## config.mk

```make
export PLATFORM = sky130hd
export DESIGN_NAME = int_reg_wb_sched_flat
export DESIGN_NICKNAME = d
export VERILOG_FILES = /design/src/rtl/int_reg_pkg.sv /design/src/rtl/int_reg_wb_sched_if.sv /design/src/rtl/int_reg_wb_arb.sv /design/src/rtl/int_reg_wb_sched.sv /design/src/flat_wrapper.sv
export SDC_FILE = /design/constraint.sdc
export NUM_CORES = 1
export LEC_CHECK = 0
export ABC_CLOCK_PERIOD_IN_PS = 3350
export CAP_MARGIN = 25
export CELL_PAD_IN_SITES_DETAIL_PLACEMENT = 1
export CELL_PAD_IN_SITES_GLOBAL_PLACEMENT = 2
export CORE_MARGIN = 5
export CORE_UTILIZATION = 27
export DETAILED_ROUTE_END_ITERATION = 12
export GPL_TIMING_DRIVEN = 0
export PLACE_DENSITY_LB_ADDON = 0.1
export SYNTH_ARGS = -nofsm -noshare
export SYNTH_HDL_FRONTEND = slang
export SYNTH_SLANG_ARGS = --single-unit
```

## constraint.sdc

```tcl
create_clock -name clk -period 3.35 [get_ports clk]
set_clock_uncertainty 0.15 [all_clocks]
set_input_delay 0.67 -clock clk [delete_from_list [all_inputs] [get_ports clk]]
set_output_delay 0.67 -clock clk [all_outputs]
set_load 0.005 [all_outputs]
```

## src/rtl/int_reg_pkg.sv

```systemverilog
// Shared types and constants for the integer register file writeback path.
// Used by the scheduler top, its arbiter and the bundle interface.
package int_reg_pkg;

  localparam int XLEN       = 32;
  localparam int REG_ADDR_W = 5;
  localparam int NUM_REGS   = 32;

  typedef logic [REG_ADDR_W-1:0] reg_addr_t;

  // Architectural register 0 is hardwired; writes to it are dropped.
  localparam reg_addr_t REG_ZERO = '0;

  // One writeback request as presented by an execute unit.
  typedef struct packed {
    logic            valid;
    reg_addr_t       rd;
    logic [XLEN-1:0] wdata;
  } wb_req_t;

endpackage

```

## src/rtl/int_reg_wb_sched_if.sv

```systemverilog
// Issue, writeback-request and register-file-port signals of the
// writeback scheduler. slave = scheduler side, master = surrounding pipeline.
interface int_reg_wb_sched_if;
  import int_reg_pkg::*;

  logic            issue_valid;
  reg_addr_t       issue_rd;
  reg_addr_t       issue_rs1;
  reg_addr_t       issue_rs2;
  logic            issue_ready;

  logic            alu_valid;
  reg_addr_t       alu_rd;
  logic [XLEN-1:0] alu_wdata;
  logic            alu_ready;

  logic            lsu_valid;
  reg_addr_t       lsu_rd;
  logic [XLEN-1:0] lsu_wdata;
  logic            lsu_ready;

  logic            rd_wen;
  reg_addr_t       rd_addr;
  logic [XLEN-1:0] rd_wdata;
  logic            wb_err;

  modport slave (
    input  issue_valid, issue_rd, issue_rs1, issue_rs2,
    output issue_ready,
    input  alu_valid, alu_rd, alu_wdata,
    output alu_ready,
    input  lsu_valid, lsu_rd, lsu_wdata,
    output lsu_ready,
    output rd_wen, rd_addr, rd_wdata, wb_err
  );

  modport master (
    output issue_valid, issue_rd, issue_rs1, issue_rs2,
    input  issue_ready,
    output alu_valid, alu_rd, alu_wdata,
    input  alu_ready,
    output lsu_valid, lsu_rd, lsu_wdata,
    input  lsu_ready,
    input  rd_wen, rd_addr, rd_wdata, wb_err
  );

endinterface

```

## src/rtl/int_reg_wb_arb.sv

```systemverilog
// Two-way writeback arbiter (ALU vs LSU) for the single register-file
// write port. Macro WB_RR_EN selects round-robin on contention; without it
// the LSU has fixed priority and no state is kept.
module int_reg_wb_arb (
`ifdef WB_RR_EN
  input  logic i_clk,
  input  logic i_rst_n,
`endif
  input  logic i_alu_valid,
  input  logic i_lsu_valid,
  output logic o_alu_gnt,
  output logic o_lsu_gnt
);

`ifdef WB_RR_EN
  // High when the ALU wins the next contended cycle.
  logic r_ptr_alu;
  logic w_contend;

  assign w_contend = i_alu_valid & i_lsu_valid;

  // Grant: a lone requester always wins; on contention the pointer decides.
  always_comb begin
    o_alu_gnt = i_alu_valid & (~i_lsu_valid | r_ptr_alu);
    o_lsu_gnt = i_lsu_valid & (~i_alu_valid | ~r_ptr_alu);
  end

  // Pointer flips only on contended cycles so the loser wins next time.
  always_ff @(posedge i_clk or negedge i_rst_n) begin
    if (!i_rst_n) begin
      r_ptr_alu <= 1'b1;
    end else if (w_contend) begin
      r_ptr_alu <= ~r_ptr_alu;
    end
  end
`else
  // Grant: fixed priority, LSU ahead of ALU.
  always_comb begin
    o_lsu_gnt = i_lsu_valid;
    o_alu_gnt = i_alu_valid & ~i_lsu_valid;
  end
`endif

endmodule

```

## src/rtl/int_reg_wb_sched.sv

```systemverilog
// Integer register file writeback scheduler and scoreboard.
// Tracks in-flight destinations (busy bits), blocks issue on RAW/WAW,
// arbitrates ALU/LSU onto the single write port and registers the port.
// Optional macro WB_RR_EN: round-robin arbitration instead of LSU priority.
module int_reg_wb_sched
  import int_reg_pkg::*;
(
  input  logic               clk,
  input  logic               rst_n,
  int_reg_wb_sched_if.slave  wb
);

  // Scoreboard; register 0 has no entry and is never busy.
  logic [NUM_REGS-1:1] r_busy;
  logic [NUM_REGS-1:1] w_busy_nxt;
  logic [NUM_REGS-1:0] w_busy_full;

  logic                r_rd_wen;
  reg_addr_t           r_rd_addr;
  logic [XLEN-1:0]     r_rd_wdata;
  logic                r_wb_err;

  wb_req_t             w_alu_req;
  wb_req_t             w_lsu_req;
  wb_req_t             w_gnt_req;
  logic                w_alu_gnt;
  logic                w_lsu_gnt;
  logic                w_gnt;
  logic                w_gnt_live;
  logic                w_gnt_stray;
  logic                w_issue_ready;
  logic                w_issue_fire;

  assign w_busy_full = {r_busy, 1'b0};

  // Hazard check: any source or the destination still in flight stalls issue.
  assign w_issue_ready = ~(w_busy_full[wb.issue_rs1] |
                           w_busy_full[wb.issue_rs2] |
                           w_busy_full[wb.issue_rd]);
  assign w_issue_fire  = wb.issue_valid & w_issue_ready;
  assign wb.issue_ready = w_issue_ready;

  assign w_alu_req = '{valid: wb.alu_valid, rd: wb.alu_rd, wdata: wb.alu_wdata};
  assign w_lsu_req = '{valid: wb.lsu_valid, rd: wb.lsu_rd, wdata: wb.lsu_wdata};

  int_reg_wb_arb u_arb (
`ifdef WB_RR_EN
    .i_clk       (clk),
    .i_rst_n     (rst_n),
`endif
    .i_alu_valid (w_alu_req.valid),
    .i_lsu_valid (w_lsu_req.valid),
    .o_alu_gnt   (w_alu_gnt),
    .o_lsu_gnt   (w_lsu_gnt)
  );

  assign wb.alu_ready = w_alu_gnt;
  assign wb.lsu_ready = w_lsu_gnt;

  assign w_gnt_req   = w_lsu_gnt ? w_lsu_req : w_alu_req;
  assign w_gnt       = w_gnt_req.valid & (w_alu_gnt | w_lsu_gnt);
  // Writes to x0 are accepted but never reach the register file.
  assign w_gnt_live  = w_gnt & (w_gnt_req.rd != REG_ZERO);
  // A live writeback whose destination was never marked in flight.
  assign w_gnt_stray = w_gnt_live & ~w_busy_full[w_gnt_req.rd];

  // Next scoreboard: writeback clears, issue sets; set is applied last so it wins.
  always_comb begin
    w_busy_nxt = r_busy;
    if (w_gnt_live) begin
      w_busy_nxt[w_gnt_req.rd] = 1'b0;
    end
    if (w_issue_fire && (wb.issue_rd != REG_ZERO)) begin
      w_busy_nxt[wb.issue_rd] = 1'b1;
    end
  end

  // Scoreboard register.
  always_ff @(posedge clk or negedge rst_n) begin
    if (!rst_n) begin
      r_busy <= '0;
    end else begin
      r_busy <= w_busy_nxt;
    end
  end

  // Write-port register: enable pulses for one cycle, address/data hold when idle.
  always_ff @(posedge clk or negedge rst_n) begin
    if (!rst_n) begin
      r_rd_wen   <= 1'b0;
      r_rd_addr  <= '0;
      r_rd_wdata <= '0;
    end else begin
      r_rd_wen <= w_gnt_live;
      if (w_gnt) begin
        r_rd_addr  <= w_gnt_req.rd;
        r_rd_wdata <= w_gnt_req.wdata;
      end
    end
  end

  // Sticky error flag for writebacks to registers that were not in flight.
  always_ff @(posedge clk or negedge rst_n) begin
    if (!rst_n) begin
      r_wb_err <= 1'b0;
    end else if (w_gnt_stray) begin
      r_wb_err <= 1'b1;
    end
  end

  assign wb.rd_wen   = r_rd_wen;
  assign wb.rd_addr  = r_rd_addr;
  assign wb.rd_wdata = r_rd_wdata;
  assign wb.wb_err   = r_wb_err;

endmodule
```

## src/flat_wrapper.sv

```systemverilog
// flat-port wrapper written by rule: the top's interface ports become plain ports
module int_reg_wb_sched_flat import int_reg_pkg::*;
  (clk, rst_n, wb_issue_valid, wb_issue_rd, wb_issue_rs1, wb_issue_rs2, wb_issue_ready, wb_alu_valid, wb_alu_rd, wb_alu_wdata, wb_alu_ready, wb_lsu_valid, wb_lsu_rd, wb_lsu_wdata, wb_lsu_ready, wb_rd_wen, wb_rd_addr, wb_rd_wdata, wb_wb_err);
  int_reg_wb_sched_if wb_i ();
  input  logic clk;
  input  logic rst_n;
  input wire logic [$bits(wb_i.issue_valid)-1:0] wb_issue_valid;
  input wire logic [$bits(wb_i.issue_rd)-1:0] wb_issue_rd;
  input wire logic [$bits(wb_i.issue_rs1)-1:0] wb_issue_rs1;
  input wire logic [$bits(wb_i.issue_rs2)-1:0] wb_issue_rs2;
  output wire logic [$bits(wb_i.issue_ready)-1:0] wb_issue_ready;
  input wire logic [$bits(wb_i.alu_valid)-1:0] wb_alu_valid;
  input wire logic [$bits(wb_i.alu_rd)-1:0] wb_alu_rd;
  input wire logic [$bits(wb_i.alu_wdata)-1:0] wb_alu_wdata;
  output wire logic [$bits(wb_i.alu_ready)-1:0] wb_alu_ready;
  input wire logic [$bits(wb_i.lsu_valid)-1:0] wb_lsu_valid;
  input wire logic [$bits(wb_i.lsu_rd)-1:0] wb_lsu_rd;
  input wire logic [$bits(wb_i.lsu_wdata)-1:0] wb_lsu_wdata;
  output wire logic [$bits(wb_i.lsu_ready)-1:0] wb_lsu_ready;
  output wire logic [$bits(wb_i.rd_wen)-1:0] wb_rd_wen;
  output wire logic [$bits(wb_i.rd_addr)-1:0] wb_rd_addr;
  output wire logic [$bits(wb_i.rd_wdata)-1:0] wb_rd_wdata;
  output wire logic [$bits(wb_i.wb_err)-1:0] wb_wb_err;
  assign wb_i.issue_valid = wb_issue_valid;
  assign wb_i.issue_rd = wb_issue_rd;
  assign wb_i.issue_rs1 = wb_issue_rs1;
  assign wb_i.issue_rs2 = wb_issue_rs2;
  assign wb_issue_ready = wb_i.issue_ready;
  assign wb_i.alu_valid = wb_alu_valid;
  assign wb_i.alu_rd = wb_alu_rd;
  assign wb_i.alu_wdata = wb_alu_wdata;
  assign wb_alu_ready = wb_i.alu_ready;
  assign wb_i.lsu_valid = wb_lsu_valid;
  assign wb_i.lsu_rd = wb_lsu_rd;
  assign wb_i.lsu_wdata = wb_lsu_wdata;
  assign wb_lsu_ready = wb_i.lsu_ready;
  assign wb_rd_wen = wb_i.rd_wen;
  assign wb_rd_addr = wb_i.rd_addr;
  assign wb_rd_wdata = wb_i.rd_wdata;
  assign wb_wb_err = wb_i.wb_err;
  int_reg_wb_sched u_core (.clk(clk), .rst_n(rst_n), .wb(wb_i));
endmodule
```

---- After elaboration in Yosys (flattened, before gate mapping) ----
Index checks and enable logic that the tools add are counted.
storage, ports and cells
  register bits ........................... 70
  bits of input ports ..................... 94
  output and inout port bits .............. 42
  word-level logic and storage cells ...... 45
operators by class
  magnitude comparators ................... 6
  multiplexer cells ....................... 15
  bitwise operators ....................... 14
  reductions and logical operators ........ 5
operator list
  kind                                                                                  number
  31-bit 2-to-1 mux                                                                     2
  38-bit 2-to-1 mux                                                                     1
  31-bit bitwise AND                                                                    1
  31-bit NOT                                                                            1
  31-bit OR                                                                             1
  5-bit by 6-bit less-than comparator with 1-bit output (second input constant)         4
  1-bit binary-select mux with 5-bit select                                             4
  1-bit demux with 5-bit select                                                         2
  5-bit by 1-bit greater-or-equal comparator with 1-bit output (second input constant)  2
  5-bit nonzero test                                                                    2
  1-bit 2-to-1 mux                                                                      6
  1-bit bitwise AND                                                                     5
  1-bit logical AND                                                                     3
  1-bit NOT                                                                             3
  1-bit OR                                                                              3

---- Depth between registers and ports, before layout ----
Gate-level depths: netlist of run 1.
  word-level depth ........................ 10
  depth in mapped cells ................... 8
  mapped depth without buffers ............ 5

---- Modules after synthesis ----
A second synthesis of run 1 with hierarchy kept.
unflattened totals
  cell total of the unflattened synthesis .. 439
  area total of the unflattened synthesis .. 4464.3 um^2
by module, submodules not included
  module            times used  cells each  area an instance (um^2)  sequential area each (um^2)
  int_reg_wb_sched  1           437         4443.0                   1751.7
  int_reg_wb_arb    1           2           21.3                     0.0

---- Worst setup path before layout of run 1 ----
OpenSTA, ideal clock, no wires.
  path kind ............................... input to output
  from .................................... in wb_issue_rd[0]
  to ...................................... out wb_issue_ready
  arrival time ............................ 2602 ps
  required time ........................... 2530 ps
  setup slack ............................. -72 ps
  cell stages on the path ................. 8
  buffers on the path ..................... 3
  cell sequence ........................... buf_2 mux4_2 a22oi_1 o31ai_2 or4_1 buf_6 buf_12 nor3_1
between the ends
  word-level cells in the longest chain between the ends .. 4
RTL lines
  item                                       line                    RTL
  from (decl)                                flat_wrapper.sv:8       input wire logic [$bits(wb_i.issue_rd)-1:0] wb_issue_rd;
  1-bit binary-select mux with 5-bit select  int_reg_wb_sched.sv:39  w_busy_full[wb.issue_rd]);
  1-bit 2-to-1 mux (not written as such)     int_reg_wb_sched.sv:39
  1-bit OR                                   int_reg_wb_sched.sv:38  w_busy_full[wb.issue_rs2] |
  1-bit NOT                                  int_reg_wb_sched.sv:37  assign w_issue_ready = ~(w_busy_full[wb.issue_rs1] |
  to (decl)                                  flat_wrapper.sv:11      output wire logic [$bits(wb_i.issue_ready)-1:0] wb_issue_ready;
No other way between the ends. The select of a mux whose other input is x is not followed.

---- Worst setup path after layout of run 1 ----
  from .................................... reg u_core.r_busy[22] (netlist bit)
  to ...................................... out wb_issue_ready
between the ends
  word-level cells in the longest chain between the ends .. 5
  elaborated cells on any way between the ends .. 9
  those cells by class .................... 6 x mux; 3 x bitwise
RTL lines
  item                                                          line                                            RTL
  from (decl)                                                   int_reg_wb_sched.sv:14                          logic [NUM_REGS-1:1] r_busy;
  from (signal assigned)                                        int_reg_wb_sched.sv:83                          r_busy <= w_busy_nxt;
  1-bit binary-select mux with 5-bit select (on tied branches)  int_reg_wb_sched.sv:37, int_reg_wb_sched.sv:38
  1-bit 2-to-1 mux (on tied branches)                           int_reg_wb_sched.sv:37, int_reg_wb_sched.sv:38
  1-bit OR                                                      int_reg_wb_sched.sv:37
  1-bit OR (*)                                                  int_reg_wb_sched.sv:38
  1-bit NOT (*)                                                 int_reg_wb_sched.sv:37
Every way passes the cells marked *; elsewhere a longest branch is shown, timed or not. The select of a mux whose other input is x is not followed.

==> impl_metrics.csv, run 1 <==
group,metric,value,unit
critical_path,critPathArrivalTime,2.52,ns
placed_design,hpwlAfterDp,15100,µm
drt,drt_iter0_drc,321,
placed_design,place_worst_setup_slack,-1.26,ns
outcome,outcome,"finished clean",
critical_path,crit_required,2.53,ns
floorplan,die-area,21000,µm²
timing,slew_viol_final,0,
timing,fin_ws,0.0123,ns
floorplan,chipWidth,145,µm
drt,num_vias,4779,
layout,stdcell_area,6980,µm²
timing,post-route-min-period,3.34,ns
drt,antenna_left,0,
critical_path,critPathLaunchType,"register",
synth,syn_area_per_cell,10.1,µm²
layout,nNetsFinal,728,
layout,nFillCells,2031,
clock_tree,clock_latency,0.35,ns
synth,ys_async_sr_fraction,1.00,
drt,drc_errors,0,
timing,post-route-period-util,0.996,
synth,synth_ff_type,"dfrtp_1",
layout,antenna_cells,0,
critical_path,cp_cell_sequence,"mux4_2 -> a32oi_2 -> a31oi_1 -> or4_4 -> nor3_2 -> buf_2",
power_and_ir_drop,power_density,485,nW/µm²
timing,setup_viol,0,
timing,hold_viol,0,
synth,synthDistinctLibCells,65,
global_routing,grt.overflow.total,0,
job,maxCapViolations,0,
global_routing,grt_max_degree,43,
synth,syn_inst,487,
drt,drt_pass1_iterations,5,
critical_path,crit_slowest_cell,"or4_4",
timing,worstMarginPinSlew,0.887,ns
global_routing,antenna_found_initial,0,
clock_tree,htree_num_levels,3,
synth,synth-seq-cells,70,
layout,final_util,0.389,
synth,syn-num-nets,581,
floorplan,coreArea,18000,µm²
timing,relSlewSlack,0.406,
floorplan,start_util,0.273,
synth,ys_warn_count,0,
synth,ys_seq_area_frac,0.357,
global_routing,grt_pass1_vias,4905,
layout,regArea,1760,µm²
power_and_ir_drop,vdd_drop_max,0.000240,V
layout,area_delta_synth_final,42.1,%
layout,final_layout_size_suffix_gt1_frac,0.207,
synth,synth_edf_count,0,
clock_tree,cts_root_buffer,"clkbuf_16",
clock_tree,cts_tree,"done",
clock_tree,clkTransAtPathRegs,0.07,ns
drt,wl_per_cell,23.1,µm
global_routing,grt_usage,0.190,
drt,via_per_inst,5.51,
synth,syn_area,4910,µm²
timing,rsz0062_at_grt,"true",
clock_tree,clock_sinks,70,
global_routing,grt_pass1_wl,30100,µm
critical_path,end_kind,"primary output",
critical_path,path_class,"register to primary output",
placed_design,portBuffers,129,
placed_design,gp_congestion,0.811,
placed_design,place_area,6520,µm²
floorplan,pin_count,136,
drt,finalWirelength,20000,µm
critical_path,slowest_delay,0.59,ns
power_and_ir_drop,power.leakage,2.77,nW
clock_tree,clk_path_buf_depth,2,
clock_tree,cts_buffers,9,
timing,fmax,300,MHz
timing,hold_ws,0.116,ns
timing,fin_tns_setup,0,ns
hold_path,hold_class,"input pin to asynchronous set/reset pin",
layout,multi_input_area,2910,µm²
critical_path,path_max_fanout,5,
floorplan,dieHeight,145,µm
floorplan,rows,49,
## flip-flops by register name, indices dropped and copies added, names as in the netlist
signal / count
u_core.r_busy: 31
u_core.wb.rd_addr: 5
u_core.wb.rd_wdata: 32
u_core.wb.rd_wen: 1
u_core.wb.wb_err: 1
## synth_stat cells (9+ instances only)
library cell	count	area [µm²]
o21ai_1	14	70.1
mux2i_1	45	450
nor2b_1	9	56.3
nand3_1	17	85.1
inv_1	13	48.8
nand2_1	49	184
o31ai_2	30	375
dfrtp_1	70	1750
mux4_2	18	405
o21ai_0	56	280
clkbuf_1	15	56.3
nor2_1	27	101
## layout make-up
class,instances,area share
sequential,70,0.251
clock buffer,11,0.0362
multi-input combinational,364,0.417
inverter,13,0.00699
tap,229,0.0410
buffer,37,0.0398
timing repair buffer,139,0.196
clock inverter,5,0.0117
## per-stage QoR
step	power, W	std cells
floorplan	0.00174	487
global placement	0.00222	845
detailed placement	0.00226	846
CTS	0.00342	869
global route	0.00353	868
finish	0.00338	868
## cell usage in the layout, fill, tap and decap left out, types with 4 or more instances in the layout
cell type,Yosys,final
nand2_1,49,49
mux2_1,5,5
nor2b_1,9,9
o21ai_0,56,56
dfrtp_1,70,67
o21ai_1,14,14
clkbuf_2,0,4
clkbuf_1,15,9
nand3_1,17,17
mux2i_1,45,45
nand4_1,7,7
inv_1,13,13
mux2_2,4,4
mux4_2,18,19
nand2b_1,6,6
clkdlybuf4s50_1,0,119
nor2_1,27,27
o31ai_2,30,30
clkbuf_16,0,9
nor3_1,5,4
dlygate4sd2_1,0,6
buf_4,6,19
buf_2,6,5
buf_6,4,5
or2_2,4,4
## layer usage
| metal | routed length (µm) | global-route usage | vias up |
|---|---|---|---|
| met3 | 1190 | 0.0306 | 21 |
| met1 | 9050 | 0.269 | 2452 |
| met5 | 0 | 0 | - |
| met4 | 314 | 0.0565 | 0 |
| met2 | 9480 | 0.299 | 152 |
| li1 | - | - | 2154 |
## critical path: cells and delay by family, from the launching register on
kind | cells | cell delay (ns)
and+or+nand+nor | 2 | 0.71
muxes | 1 | 0.53
DFF | 1 | 0.47
AOI/OAI and AO/OA | 2 | 0.32
buffers and inverters | 1 | 0.13
## power breakdown
group	total [W]	internal, W	leakage [nW]	switching [W]
Clock	0.00110	0.000693	0.162	0.000404
Combinational	0.00107	0.000561	1.75	0.000505
Sequential	0.00122	0.000991	0.866	0.000228
Total	0.00338	0.00225	2.77	0.00114
## worst paths after layout
| check | start | to | slack (ns) | depth (start not counted) |
|---|---|---|---|---|
| min in group clk | u_core.wb.wb_err | u_core.wb.wb_err | 0.34 | 1 |
| min | rst_n | u_core.wb.rd_wdata[2] | 0.12 | 1 |
| min reg2reg | u_core.wb.wb_err | u_core.wb.wb_err | 0.34 | 1 |
| max in group asynchronous | rst_n | u_core.wb.rd_addr[4] | 2.36 | 2 |
| max | u_core.r_busy[22] | wb_issue_ready | 0.01 | 6 |
| max reg2reg | u_core.r_busy[22] | u_core.r_busy[2] | 0.33 | 8 |
## repair_timing
action                                  4_1_cts  5_1_grt
pin swaps                                    10        5
endpoints found under the setup margin       10        2
buffers inserted                              9        0
hold buffers                                  0        0
gates resized for setup                      48        7
## cells by family after synthesis
group,Yosys count,share of synthesized area
compound gates,144,0.222
simple gates,145,0.148
buf+inv,53,0.0627
mux,75,0.211
flops,70,0.357
Note: power is estimated with default switching activity, not from simulation.
==> inputs of run 2 (changes only) <==
SLEW_MARGIN = 15   (was default)
==> results of run 2 <==
Same layout as run 1: the final DEF is identical, and so are final timing and power.
==> RTL edit: new RTL, settings of run 1 <==
Set the package constant `XLEN` to 64 (it was 32).
--- a/src/rtl/int_reg_pkg.sv
+++ b/src/rtl/int_reg_pkg.sv
@@ -2,7 +2,7 @@
 // Used by the scheduler top, its arbiter and the bundle interface.
 package int_reg_pkg;
 
-  localparam int XLEN       = 32;
+  localparam int XLEN       = 64;
   localparam int REG_ADDR_W = 5;
   localparam int NUM_REGS   = 32;
 
Ports: changed (resized wb_alu_wdata, wb_lsu_wdata and wb_rd_wdata); port bits go from 136 to 232. No check against the original RTL was run, so the function may have changed too.
==> RTL edit against run 1 <==
Die area is 24% higher; wire length is 35% higher; fmax is 0.81% lower; sequential cell count is 32 higher; total power is 19% higher; non-clock buffer count is 108 higher; the run now ends with negative setup slack left; setup slack worse by 0.027 ns; final area is 33% higher; synthesized area is 26% higher.
==> RTL edit: results (changes against run 1) <==
outcome: "complete, but fails checks"  # was finished, final reports clean
failed_checks: "negative setup slack"
synth_nets: 783  # was 581
p_sw_frac: 0.343  # was 0.336
grt_start_max_net_pins: 66  # was 43
p_leak_nw: 3.75  # was 2.77 nW
final_cell_count_no_fill: 1159  # was 868
cp_data_arrival_time_ns: 2.54  # was 2.52 ns
slew_headroom: 0.370  # was 0.406
grt_first_pass_wirelength_um: 41500  # was 30100 um
dp_cells: 1135  # was 846
dr_wl_met2_um: 13600  # was 9480 um
largest_register_ffs: 64  # was 32
wirelength_um: 27000  # was 20000 um
final-setup-viol-count: 1  # was 0
wl_met1_um: 11400  # was 9050 um
wl_met3_um: 1530  # was 1190 um
tns_ns: -0.0148  # was 0 ns
place_area_um2: 8820  # was 6520 um^2
p_comb_mw: 1.28  # was 1.07 mW
netlist_top_cells_count: "102 x dfrtp_1, 102 x o21ai_0, 80 x nand2_1, 77 x mux2i_1, 34 x clkbuf_1"  # was 70 x dfrtp_1, 56 x o21ai_0, 49 x nand2_1, 45 x mux2i_1, 30 x o31ai_2
drive_gt1_frac: 0.134  # was 0.207
drt_iter0_drc: 339  # was 321
yosysUniqueCellTypes: 60  # was 65
gp_congestion: 0.851  # was 0.811
synth.area.top_cells: "dfrtp_1 41%, mux2i_1 12%, o21ai_0 8.2%, mux4_2 6.5%, nand2_1 4.8%"  # was dfrtp_1 36%, mux2i_1 9.2%, mux4_2 8.3%, o31ai_2 7.6%, o21ai_0 5.7%
power.density_nw_per_um2: 433  # was 485 nW/um^2
syn_area_per_cell_um2: 9.91  # was 10.1 um^2
place_ws_ns: -1.58  # was -1.26 ns
seq_area_frac_synth: 0.412  # was 0.357
setup_slack_ns: -0.0148  # was 0.0123 ns
## RTL edit: cell count changes in the layout (fill, tap and decap cells not counted), moves of 4 or more
cell                    run 1  this run
clkdlybuf4s50_1           119       214
o21ai_0                    56       102
mux2i_1                    45        77
nand2_1                    49        80
dfrtp_1                    67        96
o31ai_2                    30         7
o31ai_1                     0        22
clkbuf_1                    9        23
o21ai_1                    14         0
mux2_1                      5         0
mux2_2                      4         9
buf_4                      19        15
## RTL edit: worst paths after layout
check	from	endpoint	slack [ns]	cells after the start
hold / removal	rst_n	u_core.wb.rd_wdata[12]	0.13	1
min in group clk	u_core.wb.rd_addr[4]	u_core.wb.rd_addr[4]	0.36	1
setup / recovery	u_core.r_busy[11]	wb_issue_ready	-0.01	6
hold reg to reg	u_core.wb.rd_addr[4]	u_core.wb.rd_addr[4]	0.36	1
max in group asynchronous	rst_n	u_core.r_busy[23]	2.16	2
setup reg to reg	u_core.r_busy[13]	u_core.r_busy[13]	0.34	9
## RTL edit: cells by family after synthesis
group / after synthesis / share of synthesized area
AOI/OAI and AO/OA: 176 / 0.185
muxes: 107 / 0.219
buffers and inverters: 62 / 0.0465
DFF: 102 / 0.412
and+or+nand+nor: 178 / 0.138
## RTL edit: cell type report
type                       count  area [um^2]
buffer                        48          288
clock inverter                 7         66.3
multi-input combinational    461         3420
sequential                   102         2560
timing repair buffer         236         2330
clock buffer                   9          225
tap                          285          357
fill                        2588        13400
inverter                      11         41.3
## RTL edit: repair_timing
item / CTS / global route
buffers inserted: 10 / 1
setup endpoints to repair: 19 / 1
pin swaps: 7 / 4
hold buffers: 0 / 0
gates resized for setup: 58 / 9
endpoints found under the hold margin: 0 / 0
## RTL edit: metal layers
metal,up-vias,GRT usage
met3,22,0.0424
met5,-,0
met4,0,0.0562
met1,3131,0.257
met2,193,0.359
li1,2810,-
